==> config.mk <==
export PLATFORM = sky130hd
export DESIGN_NAME = instr_fetch_unit
export DESIGN_NICKNAME = d
export VERILOG_FILES = /design/src/rtl/instr_fetch_unit.sv
export SDC_FILE = /design/constraint.sdc
export NUM_CORES = 1
export LEC_CHECK = 0
export CAP_MARGIN = 10
export CORE_UTILIZATION = 59
export DETAILED_ROUTE_END_ITERATION = 10
export PLACE_DENSITY_LB_ADDON = 0.15
export SLEW_MARGIN = 20
export SYNTH_ARGS = -nofsm -noshare
export SYNTH_HDL_FRONTEND = slang
export SYNTH_SLANG_ARGS = --single-unit
==> constraint.sdc <==
create_clock -name clk -period 7.9 [get_ports clk]
set_clock_uncertainty 0.05 [all_clocks]
set_input_delay 1.58 -clock clk [delete_from_list [all_inputs] [get_ports clk]]
set_output_delay 1.58 -clock clk [all_outputs]
set_load 0.05 [all_outputs]
==> src/rtl/instr_fetch_unit.sv <==
// Instruction fetch initiator: issues word reads, buffers responses in a prefetch FIFO,
// hands them to decode over valid/ready. Optional macro FETCH_BYPASS_EN forwards a response straight to decode when the FIFO is empty.
module instr_fetch_unit #(
   parameter logic [31:0] RESET_PC   = 32'h0000_0000,
   parameter int          FIFO_DEPTH = 4
) (
   input  logic        clk,
   input  logic        resetn,
   input  logic        fetch_en,
   input  logic        redirect_valid,
   input  logic [31:0] redirect_pc,
   output logic [31:0] mem_addr,
   output logic        mem_renable,
   input  logic [31:0] mem_rdata,
   output logic [31:0] mem_wdata,
   output logic [3:0]  mem_mask,
   output logic        instr_valid,
   output logic [31:0] instr_data,
   output logic [31:0] instr_pc,
   input  logic        instr_ready
);
   localparam int AW = $clog2(FIFO_DEPTH);
   localparam int CW = AW + 1;
   localparam logic [CW:0]   LP_DEPTH = (CW+1)'(FIFO_DEPTH);
   localparam logic [AW-1:0] LP_ONE_A = 1;
   localparam logic [CW-1:0] LP_ONE_C = 1;

   typedef enum logic {S_IDLE = 1'b0, S_RUN = 1'b1} state_t;

   state_t        r_state;
   logic [31:0]   r_pc;
   logic [31:0]   r_mem_addr;
   logic          r_inflight;
   logic [31:0]   r_inflight_pc;
   logic [AW-1:0] r_head;
   logic [AW-1:0] r_tail;
   logic [CW-1:0] r_count;
   logic [31:0]   r_fifo_data [FIFO_DEPTH];
   logic [31:0]   r_fifo_pc   [FIFO_DEPTH];

   logic          w_fifo_empty;
   logic [CW:0]   w_occupancy;
   logic          w_issue;
   logic          w_resp;
   logic          w_bypass;
   logic          w_push;
   logic          w_pop;
   logic          w_unused;

   assign w_unused     = ^redirect_pc[1:0];
   assign w_fifo_empty = (r_count == '0);

   // Slots already promised to the read in flight count against capacity, so a
   // response can always be pushed without an overflow check.
   assign w_occupancy = {1'b0, r_count} + {{CW{1'b0}}, r_inflight};
   assign w_issue     = (r_state == S_RUN) && fetch_en && !redirect_valid &&
                        (w_occupancy < LP_DEPTH);
   assign w_resp      = r_inflight && !redirect_valid;

`ifdef FETCH_BYPASS_EN
   assign w_bypass = w_fifo_empty && w_resp;
`else
   assign w_bypass = 1'b0;
`endif

   assign w_pop  = !w_fifo_empty && instr_ready && !redirect_valid;
   assign w_push = w_resp && !(w_bypass && instr_ready);

   assign mem_renable = w_issue;
   assign mem_addr    = w_issue ? r_pc : r_mem_addr;
   assign mem_wdata   = 32'h0000_0000;
   assign mem_mask    = 4'b0000;

   always_comb begin
      instr_valid = 1'b0;
      instr_data  = 32'h0000_0000;
      instr_pc    = 32'h0000_0000;
      if (!w_fifo_empty) begin
         instr_valid = 1'b1;
         instr_data  = r_fifo_data[r_head];
         instr_pc    = r_fifo_pc[r_head];
      end
`ifdef FETCH_BYPASS_EN
      else if (w_bypass) begin
         instr_valid = 1'b1;
         instr_data  = mem_rdata;
         instr_pc    = r_inflight_pc;
      end
`endif
   end

   always_ff @(posedge clk or negedge resetn) begin
      if (!resetn) begin
         r_state       <= S_IDLE;
         r_pc          <= RESET_PC;
         r_mem_addr    <= RESET_PC;
         r_inflight    <= 1'b0;
         r_inflight_pc <= 32'h0000_0000;
      end else begin
         case (r_state)
            S_IDLE:  if (fetch_en)  r_state <= S_RUN;
            S_RUN:   if (!fetch_en) r_state <= S_IDLE;
            default: r_state <= S_IDLE;
         endcase
         r_inflight <= w_issue;
         if (w_issue) begin
            r_mem_addr    <= r_pc;
            r_inflight_pc <= r_pc;
            r_pc          <= r_pc + 32'd4;
         end
         // Issue is blocked during a redirect, so the two pc updates never collide.
         if (redirect_valid)
            r_pc <= {redirect_pc[31:2], 2'b00};
      end
   end

   always_ff @(posedge clk or negedge resetn) begin
      if (!resetn) begin
         r_head  <= '0;
         r_tail  <= '0;
         r_count <= '0;
      end else if (redirect_valid) begin
         r_head  <= '0;
         r_tail  <= '0;
         r_count <= '0;
      end else begin
         if (w_push) r_tail <= r_tail + LP_ONE_A;
         if (w_pop)  r_head <= r_head + LP_ONE_A;
         case ({w_push, w_pop})
            2'b10:   r_count <= r_count + LP_ONE_C;
            2'b01:   r_count <= r_count - LP_ONE_C;
            default: r_count <= r_count;
         endcase
      end
   end

   // Storage carries no reset; outputs are gated by the count, so stale slots never show.
   always_ff @(posedge clk) begin
      if (w_push) begin
         r_fifo_data[r_tail] <= mem_rdata;
         r_fifo_pc[r_tail]   <= r_inflight_pc;
      end
   end

endmodule

==> metrics <==
status=finished with violations; violated checks=DRC; post-synthesis register bit count=349; R2R depth=8; CP most frequent cell=nand2_1; Routed WL=27000 µm; commonest cells in the netlist=edfxtp_1 (248), nand2_1 (183), dfrtp_1 (101), and2_1 (68), mux4_2 (62); TritonCTS clock tree=done; Fin Setup TNS=0 ns; drt first pass iters=8; H-tree levels=2; DP Area=approximately 0.016 mm²; critical path capture point type=output pin; DR iter-0 viols=554; worst endpoint data arrival time=4.33 ns; via count=~8000; Hold Crit Class=reg -> reg; Pleak=6.32 nW; Worst IR Drop VDD=0.000206 V; Hold WS=0.421 ns; Startpoint Class=primary input; Rel. slew slack=34.2%; minimum clock period=5.96 ns; Yosys cell types=47; largest area contributor in the netlist=edfxtp_1; GRT overflow=0; synth top area cells=edfxtp_1 (53%), dfrtp_1 (18%), mux4_2 (9.9%); critical path's largest stage delay=~0.73 ns; largest net degree at the start of global routing=between 80 and 90; routed vias/inst=5.60; YS warnings=0; I/O pin count=203; WL/cell=19.1 µm; Pins Over Slew Limit=0; site row count=56; # clock sinks=349; vias in the first global route=7885; synthesized area=0.0141 mm²; count leader, synth=edfxtp_1; Synth Area per Inst=15.5 µm²; drc violations=1; period utilization=75.4%; Nets=1144; synthesized instance count=910; die area=0.0245 mm²; diodes inserted=0; total of max-cap violations=0; PnR Total Power=0.00620 W; Seq/Total Area, Yosys=70.9%; Num CTS Buffers=36; Root Driver=clkbuf_16; WP data required=between 6 and 7 ns; fillcell total=1548; Async SR Flop Fraction=28.9%; routability cong.=0.839; port bufs=~160; slowest CP cell=clkdlybuf4s50_1; antenna violations before repair=0; kind of critical path=in -> out; Worst Hold Depth=2; final instance area=0.0170 mm²; synth-to-layout area growth=20.9%; worst skew pair latency=~0.50 ns; unrepaired setup endpoints after global routing=false; Least-Margin Pin Slew=between 0.9 and 1 ns; post-route ant nets=0; Primary FF master, synth=edfxtp_1; Hold Vio Cnt, Final=0; PD cells=365 mW/mm²; post-synth top area share=between 50% and 60%; global-route usage over all layers=22.9%; crit-path max FO=~90; FMAX=168 MHz; final setup fails=0; hpwl dp=15400 µm; crit-path cells=clkdlybuf4s50_1 -> nand2_1 -> or4_2 -> buf_4 -> nand2_1 -> nand2_1 -> clkdlybuf4s50_1; global-route wire length before repair=roughly 42000 µm; clock transition at the registers of the reported paths=0.06 ns; Die W=156 µm; deepest clock path buffer count=3; initial core utilization=roughly three fifths; Core Area=0.0234 mm²; Chip Height=approximately 160 µm; # resized after CTS=0; share of post-route cells with drive strength above 1=between 10% and 20%; setup bufs post-CTS=0; # hold bufs at CTS=0; Post-synth EDFFs=248
[critical path, delay by kind of cell]
| kind | cells | cell delay [ns] |
|---|---|---|
| buffers and inverters | 3 | 1.68 |
| AND/OR/NAND/NOR | 4 | 1.03 |
[cell families (layout without fill, tap and decap cells)]
logic type | count (synthesis) | after routing | share of synthesized area (%)
flops | 349 | 349 | 70.9
simple gates | 334 | 334 | 11.3
buf+inv | 90 | 237 | 3.80
mux | 65 | 65 | 10.1
compound gates | 59 | 59 | 2.92
fa+ha+maj | 6 | 6 | 0.587
xor+xnor | 6 | 6 | 0.373
other cells | 1 | 38 | 0.0266
[layout make-up]
cell class	instances	area, µm²	area share (%)
Timing Repair Buffer	168	1660	9.78
Inverter	6	27.5	0.162
Clock buffer	47	995	5.85
Clock inverter	16	234	1.37
Sequential cell	349	9980	58.6
Multi-Input combinational cell	508	3720	21.9
Tap cell	319	399	2.35
[path summary, 6_finish.rpt]
kind                                                from                        to  slack, ns
worst max-delay path                            fetch_en               mem_addr[5]       1.94
worst min-delay path            r_mem_addr[22]$_DFF_PN0_  r_mem_addr[22]$_DFF_PN0_       0.42
worst max register to register    r_count[1]$_DFFE_PN0P_    r_count[2]$_DFFE_PN0P_       5.24
worst min register to register  r_mem_addr[22]$_DFF_PN0_  r_mem_addr[22]$_DFF_PN0_       0.42
max in group asynchronous                         resetn     r_head[0]$_DFFE_PN0P_       5.56
min in group asynchronous                         resetn  r_mem_addr[14]$_DFF_PN0_       1.03
[layer usage]
| metal | vias to the layer above | global-route usage [%] | routed length (µm) |
|---|---|---|---|
| li1 | 3610 | - | - |
| met3 | 47 | 4.18 | 1990 |
| met2 | 330 | 37.2 | 13000 |
| met1 | 3919 | 32.0 | 11400 |
| met4 | 0 | 6.82 | 550 |
| met5 | - | 0 | 0 |
[cells in the final DEF (no fill, tap or decap), drive strengths merged, types with 15 or more instances in the layout]
| master | n |
|---|---|
| and2 | 68 |
| dfrtp | 101 |
| nor2 | 22 |
| clkdlybuf4s50 | 161 |
| o21ai | 20 |
| edfxtp | 248 |
| nand2 | 183 |
| conb | 38 |
| mux4 | 62 |
| nand3 | 15 |
| clkbuf | 47 |
[flip-flops by register name (all words and copies together), names as in the netlist]
signal,count
r_mem_addr,32
r_head,2
r_fifo_pc,120
r_count,3
r_inflight,1
r_pc,30
r_tail,2
r_inflight_pc,30
r_state,1
r_fifo_data,128
[report_power, final]
group / switching, W / internal [W] / total, W
combinational: 0.00134 / 0.000761 / 0.00210
sequential: 0.000190 / 0.00217 / 0.00236
clock: 0.000656 / 0.00108 / 0.00174
total: 0.00219 / 0.00402 / 0.00620
[per-stage QoR]
stage | instances | worst slack [ns] | util, %
after floorplan | 947 | 3.02 | -
after global placement | 1350 | 1.97 | 67.5
after detailed placement | 1350 | 1.96 | 67.5
after CTS | 1413 | 1.96 | 72.7
after global routing | 1413 | 1.82 | 72.7
final | 1413 | 1.94 | 72.7
Power figures use the tool's default switching activity.
